$ cat src/rtl/fetch_sequencer_pkg.sv
// Shared constants, state encoding and helpers for the instruction-fetch sequencer.
// The ROM geometry and reset PC live here so the ROM wrapper and the sequencer agree.
package fetch_sequencer_pkg;

  localparam int          PC_W_DEF      = 16;
  localparam int          ROM_WORDS_DEF = 15;
  localparam logic [15:0] RESET_PC_DEF  = 16'h0000;
  localparam logic [3:0]  HALT_OP_DEF   = 4'b1111;

  typedef enum logic [1:0] {
    IDLE  = 2'd0,
    FETCH = 2'd1,
    HALT  = 2'd2
  } fetch_state_t;

  // Byte PC maps to word index pc>>1; anything at or beyond the loaded image is a fault.
  function automatic logic pc_in_range(input logic [PC_W_DEF-1:0] pc, input int words);
    return (pc >> 1) < PC_W_DEF'(words);
  endfunction

  // Branch targets are word aligned; bit 0 of the request is dropped.
  function automatic logic [PC_W_DEF-1:0] align_pc(input logic [PC_W_DEF-1:0] pc);
    return pc & ~PC_W_DEF'(1);
  endfunction

endpackage

$ cat src/rtl/fetch_sequencer_if.sv
// Fetch-side bundle: ROM address/data, decode handshake, redirect and status.
// master = the sequencer, slave = the parent that owns the ROM and decode stage.
interface fetch_sequencer_if;
  import fetch_sequencer_pkg::*;

  logic                run_i;
  logic [PC_W_DEF-1:0] pc_o;
  logic [PC_W_DEF-1:0] rom_instr_i;
  logic [PC_W_DEF-1:0] instr_o;
  logic [PC_W_DEF-1:0] instr_pc_o;
  logic                instr_valid_o;
  logic                instr_ready_i;
  logic                redirect_i;
  logic [PC_W_DEF-1:0] redirect_pc_i;
  logic                halted_o;
  logic                fault_o;

  modport master (
    input  run_i, rom_instr_i, instr_ready_i, redirect_i, redirect_pc_i,
    output pc_o, instr_o, instr_pc_o, instr_valid_o, halted_o, fault_o
  );

  modport slave (
    output run_i, rom_instr_i, instr_ready_i, redirect_i, redirect_pc_i,
    input  pc_o, instr_o, instr_pc_o, instr_valid_o, halted_o, fault_o
  );

endinterface

$ cat src/rtl/fetch_sequencer.sv
// Instruction-fetch controller: PC register, one-entry fetch slot and IDLE/FETCH/HALT FSM.
// Presents pc_o to a combinational ROM and captures the returned word when the slot frees up.
module fetch_sequencer
  import fetch_sequencer_pkg::*;
#(
  parameter int          PC_W      = PC_W_DEF,
  parameter int          ROM_WORDS = ROM_WORDS_DEF,
  parameter logic [15:0] RESET_PC  = RESET_PC_DEF,
  parameter logic [3:0]  HALT_OP   = HALT_OP_DEF
) (
  input  logic               clk,
  input  logic               rst,
  fetch_sequencer_if.master  bus
);

  fetch_state_t    state;
  logic [PC_W-1:0] pc_q;
  logic [PC_W-1:0] instr_q;
  logic [PC_W-1:0] instr_pc_q;
  logic            valid_q;
  logic            fault_q;

  logic slot_free;
  logic accept;
  logic fetch_ok;
  logic is_halt_op;

  // Slot frees either because it is empty or because decode takes it this cycle.
  assign accept     = valid_q & bus.instr_ready_i;
  assign slot_free  = ~valid_q | bus.instr_ready_i;
  assign fetch_ok   = pc_in_range(pc_q, ROM_WORDS);
  assign is_halt_op = (bus.rom_instr_i[PC_W-1:PC_W-4] == HALT_OP);

  always_ff @(posedge clk or posedge rst) begin
    if (rst) begin
      state      <= IDLE;
      pc_q       <= RESET_PC;
      instr_q    <= '0;
      instr_pc_q <= '0;
      valid_q    <= 1'b0;
      fault_q    <= 1'b0;
    end else begin
      case (state)
        IDLE: begin
          if (bus.run_i) state <= FETCH;
        end

        FETCH: begin
          if (bus.redirect_i) begin
            pc_q    <= align_pc(bus.redirect_pc_i);
            valid_q <= 1'b0;
          end else if (slot_free) begin
            if (!fetch_ok) begin
              // Faulting address is kept on pc_o for post-mortem.
              fault_q <= 1'b1;
              valid_q <= 1'b0;
              state   <= HALT;
            end else begin
              instr_q    <= bus.rom_instr_i;
              instr_pc_q <= pc_q;
              valid_q    <= 1'b1;
              if (is_halt_op) state <= HALT;
              else            pc_q  <= pc_q + PC_W'(2);
            end
          end
        end

        HALT: begin
          if (bus.redirect_i) begin
            pc_q    <= align_pc(bus.redirect_pc_i);
            valid_q <= 1'b0;
            state   <= FETCH;
          end else if (accept) begin
            valid_q <= 1'b0;
          end
        end

        default: state <= IDLE;
      endcase
    end
  end

  assign bus.pc_o          = pc_q;
  assign bus.instr_o       = instr_q;
  assign bus.instr_pc_o    = instr_pc_q;
  assign bus.instr_valid_o = valid_q;
  assign bus.fault_o       = fault_q;
  assign bus.halted_o      = (state == HALT) & ~valid_q;

endmodule

$ cat src/flat_wrapper.sv
// flat-port wrapper written by rule: the top's interface ports become plain ports
module fetch_sequencer_flat import fetch_sequencer_pkg::*;
#(
  parameter int          PC_W      = PC_W_DEF,
  parameter int          ROM_WORDS = ROM_WORDS_DEF,
  parameter logic [15:0] RESET_PC  = RESET_PC_DEF,
  parameter logic [3:0]  HALT_OP   = HALT_OP_DEF
)
  (clk, rst, bus_run_i, bus_rom_instr_i, bus_instr_ready_i, bus_redirect_i, bus_redirect_pc_i, bus_pc_o, bus_instr_o, bus_instr_pc_o, bus_instr_valid_o, bus_halted_o, bus_fault_o);
  fetch_sequencer_if bus_i ();
  input  logic clk;
  input  logic rst;
  input wire logic [$bits(bus_i.run_i)-1:0] bus_run_i;
  input wire logic [$bits(bus_i.rom_instr_i)-1:0] bus_rom_instr_i;
  input wire logic [$bits(bus_i.instr_ready_i)-1:0] bus_instr_ready_i;
  input wire logic [$bits(bus_i.redirect_i)-1:0] bus_redirect_i;
  input wire logic [$bits(bus_i.redirect_pc_i)-1:0] bus_redirect_pc_i;
  output wire logic [$bits(bus_i.pc_o)-1:0] bus_pc_o;
  output wire logic [$bits(bus_i.instr_o)-1:0] bus_instr_o;
  output wire logic [$bits(bus_i.instr_pc_o)-1:0] bus_instr_pc_o;
  output wire logic [$bits(bus_i.instr_valid_o)-1:0] bus_instr_valid_o;
  output wire logic [$bits(bus_i.halted_o)-1:0] bus_halted_o;
  output wire logic [$bits(bus_i.fault_o)-1:0] bus_fault_o;
  assign bus_i.run_i = bus_run_i;
  assign bus_i.rom_instr_i = bus_rom_instr_i;
  assign bus_i.instr_ready_i = bus_instr_ready_i;
  assign bus_i.redirect_i = bus_redirect_i;
  assign bus_i.redirect_pc_i = bus_redirect_pc_i;
  assign bus_pc_o = bus_i.pc_o;
  assign bus_instr_o = bus_i.instr_o;
  assign bus_instr_pc_o = bus_i.instr_pc_o;
  assign bus_instr_valid_o = bus_i.instr_valid_o;
  assign bus_halted_o = bus_i.halted_o;
  assign bus_fault_o = bus_i.fault_o;
  fetch_sequencer #(.PC_W(PC_W), .ROM_WORDS(ROM_WORDS), .RESET_PC(RESET_PC), .HALT_OP(HALT_OP)) u_core (.clk(clk), .rst(rst), .bus(bus_i));
endmodule
$ cat config.mk
export PLATFORM = sky130hd
export DESIGN_NAME = fetch_sequencer_flat
export DESIGN_NICKNAME = d
export VERILOG_FILES = /design/src/rtl/fetch_sequencer_pkg.sv /design/src/rtl/fetch_sequencer_if.sv /design/src/rtl/fetch_sequencer.sv /design/src/flat_wrapper.sv
export SDC_FILE = /design/constraint.sdc
export NUM_CORES = 1
export LEC_CHECK = 0
export BUFFER_PORTS_ARGS = -buffer_cell sky130_fd_sc_hd__buf_2
export CAP_MARGIN = 20
export CORE_MARGIN = 1
export CORE_UTILIZATION = 35
export DETAILED_ROUTE_END_ITERATION = 6
export PLACE_DENSITY = 0.66
export SLEW_MARGIN = 0
export SYNTH_ARGS = -nofsm -noshare
export SYNTH_HDL_FRONTEND = slang
export SYNTH_SLANG_ARGS = --single-unit
$ cat constraint.sdc
create_clock -name clk -period 1.7 [get_ports clk]
set_input_delay 0.085 -clock clk [delete_from_list [all_inputs] [get_ports clk]]
set_output_delay 0.085 -clock clk [all_outputs]
set_load 0.05 [all_outputs]
Word-level counts from Yosys, hierarchy flattened
Index checks and enable logic that the tools add are counted.
Operators by class
  add/sub/neg operators: 1
  magnitude comparators: 1
  equal/unequal tests: 12
  reductions and logical operators: 7
  bitwise operators: 6
  muxes and demuxes: 19
Operator list (count)
  $mux 16: 5
  $pmux 16 s2: 1
  $add 16x2->16 const B: 1
  $lt 15x4->1 const B: 1
  $mux 2: 6
  $reduce_and 5->1: 2
  $ne 3x2->1 const B: 3
  $reduce_and 4->1: 2
  $ne 2x2->1 const B: 3
  $ne 3x3->1 const B: 2
  $pmux 2 s3: 1
  $mux 1: 5
  $eq 4x4->1 const B: 1
  $not 1->1: 3
  $reduce_and 3->1: 1
  $and 1x1->1: 2
  $eq 2x1->1 const B: 1
  $eq 2x2->1 const B: 1
  $logic_not 2->1: 1
  $ne 2x1->1 const B: 1
  $pmux 1 s2: 1
  $reduce_bool 2->1: 1
  $or 1x1->1: 1
Word-level totals
  output and inout port bits: 51
  input port bits: 37
  logic and storage cells: 52
  flip-flop bits (word level): 52

Depth between registers and ports, before layout
Gate-level depths: netlist of run 1.
  word-level depth: 6
  depth in mapped cells: 8
  gate-level depth less buffers: 7

Worst setup path before layout of run 1
OpenSTA, ideal clock, no wires.
  kind: flip-flop to flip-flop
  start point: register u_core.pc_q[8] (netlist: u_core.bus.pc_o[8])
  end point: register u_core.instr_q[10] (netlist: u_core.bus.instr_o[10])
  data required time: 1.575 ns
  buffers on the path: 2
  data arrival time: 1.865 ns
  stages on the path, launching flop included: 7
  library setup time: 0.125 ns
  setup slack: -0.290 ns
  period minus slack after synthesis: 1.990 ns
  path through: dfrtp_1 > nor4_1 > and4_1 > and3_1 > buf_6 > buf_12 > mux2_4
Between the ends
  word-level cells in the longest chain between the ends: 2
RTL lines
  from (decl): RTL line fetch_sequencer.sv:17  | logic [PC_W-1:0] pc_q;
  from (signal assigned): RTL line fetch_sequencer.sv:50  | pc_q <= align_pc(bus.redirect_pc_i);
  from (signal assigned): RTL line fetch_sequencer.sv:63  | else pc_q <= pc_q + PC_W'(2);
  from (signal assigned): RTL line fetch_sequencer.sv:70  | pc_q <= align_pc(bus.redirect_pc_i);
  $lt 15x4->1: RTL line fetch_sequencer_pkg.sv:18  | return (pc >> 1) < PC_W_DEF'(words);
  $reduce_and 4->1 (no line)
  to (signal assigned): RTL line fetch_sequencer.sv:59  | instr_q <= bus.rom_instr_i;
  to (decl): RTL line fetch_sequencer.sv:18  | logic [PC_W-1:0] instr_q;
Every way passes these cells.
A chain may end at the register's enable or synchronous reset.

Worst setup path after layout of run 1
  start point: register u_core.pc_q[15] (netlist: u_core.bus.pc_o[15])
  end point: register u_core.instr_q[13] (netlist: u_core.bus.instr_o[13])
The elaborated chain is that of the path after synthesis.

==> run metrics, run 1 <==
status=finished, violations left; failing checks=DRC, setup timing; post-layout util=0.583; post-synthesis cell type count=43; TritonCTS clock tree=done; Peak supply drop=1.01 mV; Max clock buf depth=2; mapped cell area=2400 µm²; total CTS buffers=5; Seq/Total Area, Yosys=0.521; clk slew on worst S/H paths=about 0.10 ns; worst-path cell chain=nor4_4 > and4_1 > and3_4 > buf_16 > mux2_4; GRT Overall Usage=0.180; Clk Latency, worst-skew pair=roughly 0.31 ns; reg2reg start=u_core.bus.pc_o[15]; Critical Path Start=u_core.bus.pc_o[15]; clk_skew=0.00927 ns; Power Density=1480 nW/µm²; Post-DP HPWL=4.16 mm; HP Start=bus_rom_instr_i[7]; Post-Syn Area per Cell=11.9 µm²; GPL Wtd Cong=0.822; Compound-Gate Fraction of Synth Area=0.123; critical path arrival=2.03 ns; number of placement rows=29; area post-placement=3170 µm²; starting DRC count in detailed routing=96; Min-Delay Path Class=in2reg; WL per Instance=approximately 16 µm; Layout area overhead=57.8%; worst setup margin=-0.124 ns; routed via count=2161; Fin. Hold Viols=0; asr flop ratio synth=1.00; critical-path maximum fanout=11; Die ar.=7190 µm²; largest family of logic cells by synthesized area=multiplexers; Clk Tree Root Cell=clkbuf_8; worst path bufs/invs=1; clock sinks=50; Starting Density=0.369; share of cells above drive strength 1=0.629; mux contribution to synthesized area=0.141; vias per inst=5.12; Synth Flop Type=dfrtp_1; Final Net Count=386; Final Slew Violations=0; CP max stage cell=dfrtp_2; Max Cap Viol=0; initial antenna violation count=0; Pre-Repair DR Iteration Count=7; Mapped Cells=202; post-route ant nets=0; number of H-tree levels=2; die width=roughly 85 µm; slowest stage delay, CP=roughly 0.44 ns; Remaining Overflow, GRT=0; Setup violations, final=28; Tmin final=1.82 ns; Lkg Pwr=1.83 nW; most instantiated library cell after synthesis=dfrtp_1; first-pass GRT wire length=10.1 mm; Port-buffer cells=84; number of synthesized flops with an enable pin=0; XOR/XNOR Fraction of Synth Area=0.00365; Die Y-Extent=around 85 µm; design area=3790 µm²; synth cell count leaders=dfrtp_1, mux2_4, a21oi_1, nor2_1, nor2b_1; DRC=11; fin crit share=1.07; # IOs=88; r2r setup slk=-0.12 ns; CP Launch Type=flop; core footprint=6490 µm²; ant diodes=0; YS warnings=0; Setup CP Type=reg2reg; CP required=between 1.5 and 2 ns; drt total wl=6.64 mm; unrepaired setup endpoints after global routing=true; top cells by area, synth=dfrtp_1, mux2_4, nor2b_1; post-synthesis simple-gate area fraction=0.135; Yosys reg bits=50; critical path's top delay family=simple AND/OR/NAND/NOR gates; cell accounting for the most synthesized area=dfrtp_1; vias in the first global route=a little over 2000; largest net degree at the start of global routing=51; crit path capture type=flop; Fmax=548 MHz; Synth Area in Adders=0.0261; top cell type's share of synthesized area=0.521
## cells by family after synthesis
group / count (synthesis)
compound gates: 47
xor+xnor: 1
fa+ha+maj: 5
buf+inv: 17
flops: 50
mux: 24
other cells: 1
simple gates: 57
## report_power, final
part / switching (mW) / internal, mW
logic: 1.86 / 1.24
registers: 0.206 / 1.42
clock network: 0.418 / 0.448
total: 2.48 / 3.11
## worst paths after layout
path,cells past startpoint,to
worst min register to register,1,u_core.bus.instr_pc_o[11]
max in group asynchronous,4,u_core.bus.pc_o[5]
worst max-delay path,5,u_core.bus.instr_o[13]
worst min-delay path,2,u_core.bus.instr_o[7]
min in group asynchronous,4,u_core.bus.instr_pc_o[11]
worst max register to register,5,u_core.bus.instr_o[13]
## worst reg2reg max path, stage by stage, from the launching register on
cell and delay, ns:
dfrtp_2 0.44, nor4_4 0.29, and4_1 0.24, and3_4 0.28
buf_16 0.17, mux2_4 0.30
## repair_timing
item	CTS	global route
gates resized for setup	16	38
pin swaps	4	15
hold buffers	12	0
endpoints found under the setup margin	40	49
cloned	2	0
setup buffers	8	3
hold endpoints to repair	61	0
## placed cells by master (no fill, tap or decap), drive strengths merged, types with 6 or more instances in the layout
| cell | count |
|---|---|
| buf | 133 |
| nor2 | 12 |
| a31oi | 7 |
| o21ai | 10 |
| clkbuf | 6 |
| nand4 | 6 |
| dfrtp | 50 |
| a21oi | 14 |
| inv | 6 |
| nor2b | 12 |
| mux2 | 22 |
| dlygate4sd3 | 12 |
| nand2 | 10 |
## cell type report
cell class	count	area [µm²]
Clock inverter	3	48.8
Tap cell	77	96.3
Sequential cell	50	1270
Multi-Input combinational cell	136	1280
Timing Repair Buffer	146	1010
Fill cell	556	2710
Inverter	5	18.8
Clock buffer	5	68.8
## sequential cells by signal (all words and copies together) (netlist names)
register and count:
u_core.bus.fault_o 1, u_core.bus.instr_o 16, u_core.bus.instr_pc_o 15, u_core.bus.instr_valid_o 1, u_core.bus.pc_o 15, u_core.state 2
## per-layer routing
metal,up-vias,track usage,share of wire
li1,1008,-,-
met1,1029,0.239,0.43
met2,110,0.296,0.48
met3,14,0.0383,0.072
met4,0,0.0555,0.015
met5,-,0,0
## through the flow
step	instances	hold slack (ns)	worst slack, ns	setup TNS (ns)	total power [mW]
finish	422	0.00945	-0.124	-2.37	5.59
global route	422	0.000587	-0.193	-5.48	5.89
CTS	420	0.000492	-0.110	-1.98	5.21
detailed placement	390	0.152	-0.158	-2.88	4.10
global placement	390	0.147	-0.0889	-1.33	4.07
floorplan	203	0.233	-0.168	-3.40	3.20
(Power assumes the default switching activity.)
==> run 2, diff against run 1 <==
PLACE_DENSITY = 0.64   (was 0.66)
clock period = 2 ns   (was 1.7 ns; I/O delays follow)
==> run 2 against run 1 <==
- the flow finishes with violations (DRC)
- final cell count shrank 11%
- global-route usage shrank 1.7 points
- non-clock buffer count shrank 45
- core utilization shrank 11 points
- clock-buffer cell count grew 1
- die area is the same
- critical path type unchanged
- largest power group unchanged
==> run metrics, run 2 (synthesized netlist as in run 1, its figures left out) <==
Starting Density=0.369 (unchanged); Final Slew Violations=0 (unchanged); status=finished, violations left; leading cell types in the layout, fill and taps excluded=buf_2, dfrtp_1, mux2_4; Peak supply drop=0.979 mV (-3.2%); WL per Instance=14.8 µm (-5.7%); core footprint=6490 µm² (unchanged); GRT Overall Usage=0.164 (-0.0167); Setup violations, final=0 (-100%); Clk Tree Root Cell=clkbuf_8; clock sinks=50 (unchanged); Fin. Hold Viols=0 (unchanged); unrepaired setup endpoints after global routing=false; share of cells above drive strength 1=0.467 (-0.162); TritonCTS clock tree=done; Die ar.=7190 µm² (unchanged); worst hold margin=0.0209 ns (+0.0114 ns); commonest non-fill, non-tap cell in the layout=buf_2; crit path capture type=flop; CP max stage cell=dfrtp_1; critical path arrival=2.12 ns (+0.09 ns); Clk Latency, worst-skew pair=0.30 ns (about the same); initial antenna violation count=0 (unchanged); Fillers=591 (+6.3%); first-pass GRT wire length=9.27 mm (-8.1%); worst-path cell chain=nor3_1 > and4_1 > and3_2 > buf_12 > mux2_2; Pre-Repair DR Iteration Count=6 (-1); Remaining Overflow, GRT=0 (unchanged); Min-Delay Path Class=in2reg; slowest stage delay, CP=0.44 ns (about the same); CP required=2.19 ns (+0.28 ns); largest net degree at the start of global routing=51 (unchanged); failing checks=DRC; total CTS buffers=5 (unchanged); Lkg Pwr=1.56 nW (-15%); drt total wl=5.59 mm (-16%); DRC=9 (-2); vias per inst=5.18 (+1.1%); Max clock buf depth=2 (unchanged); setup TNS=0 ns (+2.37 ns); post-route ant nets=0 (unchanged); Die Y-Extent=84.8 µm (unchanged); Post-DP HPWL=3.93 mm (-5.6%); worst path bufs/invs=1 (unchanged); Setup CP Type=reg2reg; post-CTS setup buffers=0 (-8); vias in the first global route=1926 (-6.3%); Tmin final=1.92 ns (+0.101 ns); starting DRC count in detailed routing=80 (-17%); Fmax=520 MHz (-5.2%); clk slew on worst S/H paths=0.10 ns (about the same); # IOs=88 (unchanged); CP Launch Type=flop; number of placement rows=29 (unchanged); die width=84.8 µm (unchanged); critical path's top delay family=simple AND/OR/NAND/NOR gates; Port-buffer cells=84 (unchanged); ant diodes=0 (unchanged); Power Density=1240 nW/µm² (-16%); number of H-tree levels=2 (unchanged); routed via count=1952 (-9.7%); clk_skew=0.0120 ns (+0.00275 ns); Max Cap Viol=0 (unchanged); GPL Wtd Cong=0.837 (+1.9%); Final Net Count=341 (-12%); Layout area overhead=28.9%; critical-path maximum fanout=24 (+13); Largest register FFs=16 (unchanged); fin crit share=0.962 (-0.111)
-- run 2: changes by cell type in the layout (fill, tap and decap cells not counted), sizes merged --
| cell | change |
|---|---|
| bufinv | -1 |
| buf | -33 |
| dlygate4sd3 | -11 |
-- run 2: cell type report --
cell class,instances,area (µm²),area share
Tap cell,77,96.3,0.0311
Timing Repair Buffer,101,576,0.186
Clock buffer,6,82.6,0.0267
Inverter,5,18.8,0.00607
Multi-Input combinational cell,136,1050,0.340
Clock inverter,2,16.3,0.00526
Sequential cell,50,1250,0.405
-- run 2: through the flow --
step	util	instance area, µm²	total power [mW]	instances	setup slack [ns]
after floorplan	-	2400	2.66	203	0.0104
after global placement	0.457	2970	3.16	368	0.0929
after detailed placement	0.457	2970	3.20	368	0.0593
after CTS	0.474	3080	3.84	377	0.0456
after global routing	0.476	3090	4.10	377	0.00300
final	0.476	3090	3.83	377	0.0757
-- run 2: worst paths after layout --
path	start	endpoint	slack, ns	cells after the start
worst min-delay path	bus_rom_instr_i[9]	u_core.bus.instr_o[9]	0.02	2
worst min register to register	u_core.bus.fault_o	u_core.bus.fault_o	0.47	1
worst max register to register	u_core.bus.pc_o[12]	u_core.bus.instr_o[15]	0.08	5
min in group asynchronous	rst	u_core.bus.instr_o[2]	0.40	4
max in group asynchronous	rst	u_core.bus.pc_o[6]	1.37	4
worst max-delay path	u_core.bus.pc_o[12]	u_core.bus.instr_o[15]	0.08	5
-- run 2: worst register-to-register path, stage by stage, from the launching register on --
cell,delay (ns)
dfrtp_1,0.44
nor3_1,0.33
and4_1,0.28
and3_2,0.23
buf_12,0.19
mux2_2,0.35
-- run 2: what timing repair did --
action,4_1_cts,5_1_grt
hold endpoints to repair,50,0
resized for setup,0,3
endpoints found under the setup margin,0,20
hold buffers,1,0
-- run 2: layer usage --
layer	part of all wire	track usage
met1	0.49	0.235
met4	0.013	0.0478
met3	0.065	0.0334
met2	0.43	0.250
met5	0	0
-- run 2: power by group --
part	leakage (nW)	total (mW)	switching, mW	internal (mW)
registers	0.632	1.39	0.201	1.19
clock network	0.0478	0.626	0.341	0.285
logic	0.878	1.82	1.22	0.600
==> run 3, diff against run 2 <==
CORE_UTILIZATION = 51   (was 35)
CTS_BUF_LIST = sky130_fd_sc_hd__clkbuf_2 sky130_fd_sc_hd__clkbuf_4 sky130_fd_sc_hd__clkbuf_8   (was unset)
PLACE_DENSITY = 0.86   (was 0.64)
==> run 3 against run 2 <==
- the run still ends with DRC left
- wire length fell by 6.4%
- design area down 1.8%
- worst hold slack better by 0.0067 ns
- core utilization is 21 points higher
- first-iteration DRC count rose by 26%
- power fell by 1.9%
- critical path type unchanged
==> run metrics, run 3 (synthesized netlist as in run 1, its figures left out) <==
status=finished, violations left; failing checks=DRC; sequential share of power=0.372 (+0.009); CP Launch Type=flop; hold depth=2 (unchanged); Clk Tree Root Cell=clkbuf_8; Tmin final=1.92 ns (-0.00689 ns); Largest register FFs=16 (unchanged); Clk Latency, worst-skew pair=0.30 ns (about the same); Peak supply drop=0.988 mV (+0.92%); worst rel slew slack=0.583; Starting Density=0.540 (+0.170); design area=3040 µm² (-1.8%); Min-Delay Path Class=in2reg; starting DRC count in detailed routing=101 (+26%); Power Density=1240 nW/µm² (about the same); Die ar.=4980 µm² (-31%); Final Slew Violations=0 (unchanged); area post-placement=2910 µm² (-2.0%); Final Net Count=339 (-0.59%); reg2reg start=u_core.bus.pc_o[6]; Gate power share=0.470 (-0.004); leading cell types in the layout, fill and taps excluded=buf_2, dfrtp_1, mux2_4; Die Y-Extent=70.6 µm (-17%); first-pass GRT wire length=8.95 mm (-3.4%); r2r setup slk=0.08 ns (about the same); critical-path maximum fanout=25 (+4.2%); routed via count=1910 (-2.2%); Max clock buf depth=2 (unchanged); Lkg Pwr=1.54 nW (-1.1%); core footprint=4440 µm² (-32%); initial antenna violation count=0 (unchanged); Setup CP Type=reg2reg; unrepaired setup endpoints after global routing=false; WL per Instance=15.0 µm (+0.84%); Fmax=522 MHz (+0.36%); Port-buffer cells=84 (unchanged); GRT Overall Usage=0.225 (+0.0611); GPL Wtd Cong=0.848 (+1.2%); critical path arrival=2.11 ns (about the same); # IOs=88 (unchanged); HP Start=bus_rom_instr_i[10]; Setup violations, final=0 (unchanged); vias in the first global route=1929 (+0.16%); Remaining Overflow, GRT=0 (unchanged); post-route ant nets=0 (unchanged); Hold EP=u_core.bus.instr_o[10]; Pre-Repair DR Iteration Count=6 (unchanged); number of H-tree levels=2 (unchanged); Pint=2.05 mW (-1.3%); Max Cap Viol=0 (unchanged); R2R depth=5 (unchanged); DRC=14 (+5); setup TNS=0 ns (unchanged); number of placement rows=24 (-17%); Clk pwr share=0.159 (-0.004); Post-DP HPWL=3.75 mm (-4.5%); ant diodes=0 (unchanged); total CTS buffers=5 (unchanged); Net Sw Frac=0.456 (-0.00301); Layout area overhead=26.6%; die width=70.6 µm (-17%); Final Power=3.76 mW (-1.9%); drt total wl=5.24 mm (-6.4%); CP required=2.19 ns (about the same); TritonCTS clock tree=done; P_sw=1.72 mW (-2.5%); vias per inst=5.46 (+5.4%); clk slew on worst S/H paths=0.09 ns (about the same); post-layout util=0.684 (+0.207); share of cells above drive strength 1=0.463 (-0.00358); placed cell count=341 (-7.3%); crit path capture type=flop; Worst-Margin Slew=0.624 ns; commonest non-fill, non-tap cell in the layout=buf_2; Fillers=353 (-40%); largest net degree at the start of global routing=31 (-39%); Non-Filler Instances=350 (-7.2%); clock sinks=50 (unchanged); Fin. Hold Viols=0 (unchanged); post-CTS setup buffers=0 (unchanged); FF-to-FF End=u_core.bus.instr_o[15]; clk_skew=0.00954 ns (-0.00248 ns); fin crit share=0.959 (-0.00344)
## run 3: changes by cell type in the layout (fill, tap and decap cells not counted), sizes merged
cell / before / now
inv: 6 / 5
clkinv: 0 / 1
buf: 100 / 98
## run 3: stage by stage
step / hold WS (ns) / setup slack (ns)
5_1_grt: 0.0227 / 0.00739
4_1_cts: 0.0223 / 0.0205
2_1_floorplan: 0.248 / 0.0104
3_5_place_dp: 0.216 / 0.0472
6_report: 0.0276 / 0.0826
3_3_place_gp: 0.216 / 0.110
## run 3: power groups by stage
stage,clock network [mW],registers (mW),logic [mW]
floorplan,0,1.94,0.715
global route,0.648,1.43,1.90
detailed placement,0,1.40,1.73
finish,0.596,1.40,1.77
CTS,0.613,1.39,1.74
global placement,0,1.39,1.69
## run 3: critical path, stage by stage, from the launching register on
cell     delay (ns)
dfrtp_1        0.45
nor4_2         0.32
and4_1         0.26
and3_2         0.23
buf_12         0.19
mux2_2         0.35
## run 3: repair_timing
action / in CTS / in global routing
setup endpoints to repair: 0 / 14
resized for setup: 0 / 2
hold buffers: 1 / 0
endpoints found under the hold margin: 28 / 0
## run 3: routing by layer
metal / routed length [µm] / GRT usage / part of all wire
met5: 0 / 0 / 0
met4: 45 / 0.0644 / 0.0086
met3: 348 / 0.0456 / 0.066
met2: 2550 / 0.383 / 0.49
met1: 2290 / 0.294 / 0.44
## run 3: how the worst max path moves through the flow
stage                             start                      to  slack [ns]  depth (start not counted)
floorplan            u_core.bus.pc_o[8]  u_core.bus.instr_o[10]        0.01                          6
global placement    u_core.bus.pc_o[15]  u_core.bus.instr_o[15]        0.11                          5
detailed placement  u_core.bus.pc_o[15]  u_core.bus.instr_o[15]        0.05                          5
CTS                 u_core.bus.pc_o[15]  u_core.bus.instr_o[15]        0.02                          5
global route        u_core.bus.pc_o[15]  u_core.bus.instr_o[15]       0.007                          5
finish               u_core.bus.pc_o[6]  u_core.bus.instr_o[15]        0.08                          5
## run 3: cell type report
| type | count | area (µm²) | area share |
|---|---|---|---|
| Timing Repair Buffer | 99 | 548 | 0.180 |
| Inverter | 5 | 18.8 | 0.00618 |
| Sequential cell | 50 | 1250 | 0.412 |
| Tap cell | 52 | 65.1 | 0.0214 |
| Clock inverter | 2 | 12.5 | 0.00412 |
| Multi-Input combinational cell | 136 | 1060 | 0.349 |
| Clock buffer | 6 | 82.6 | 0.0272 |
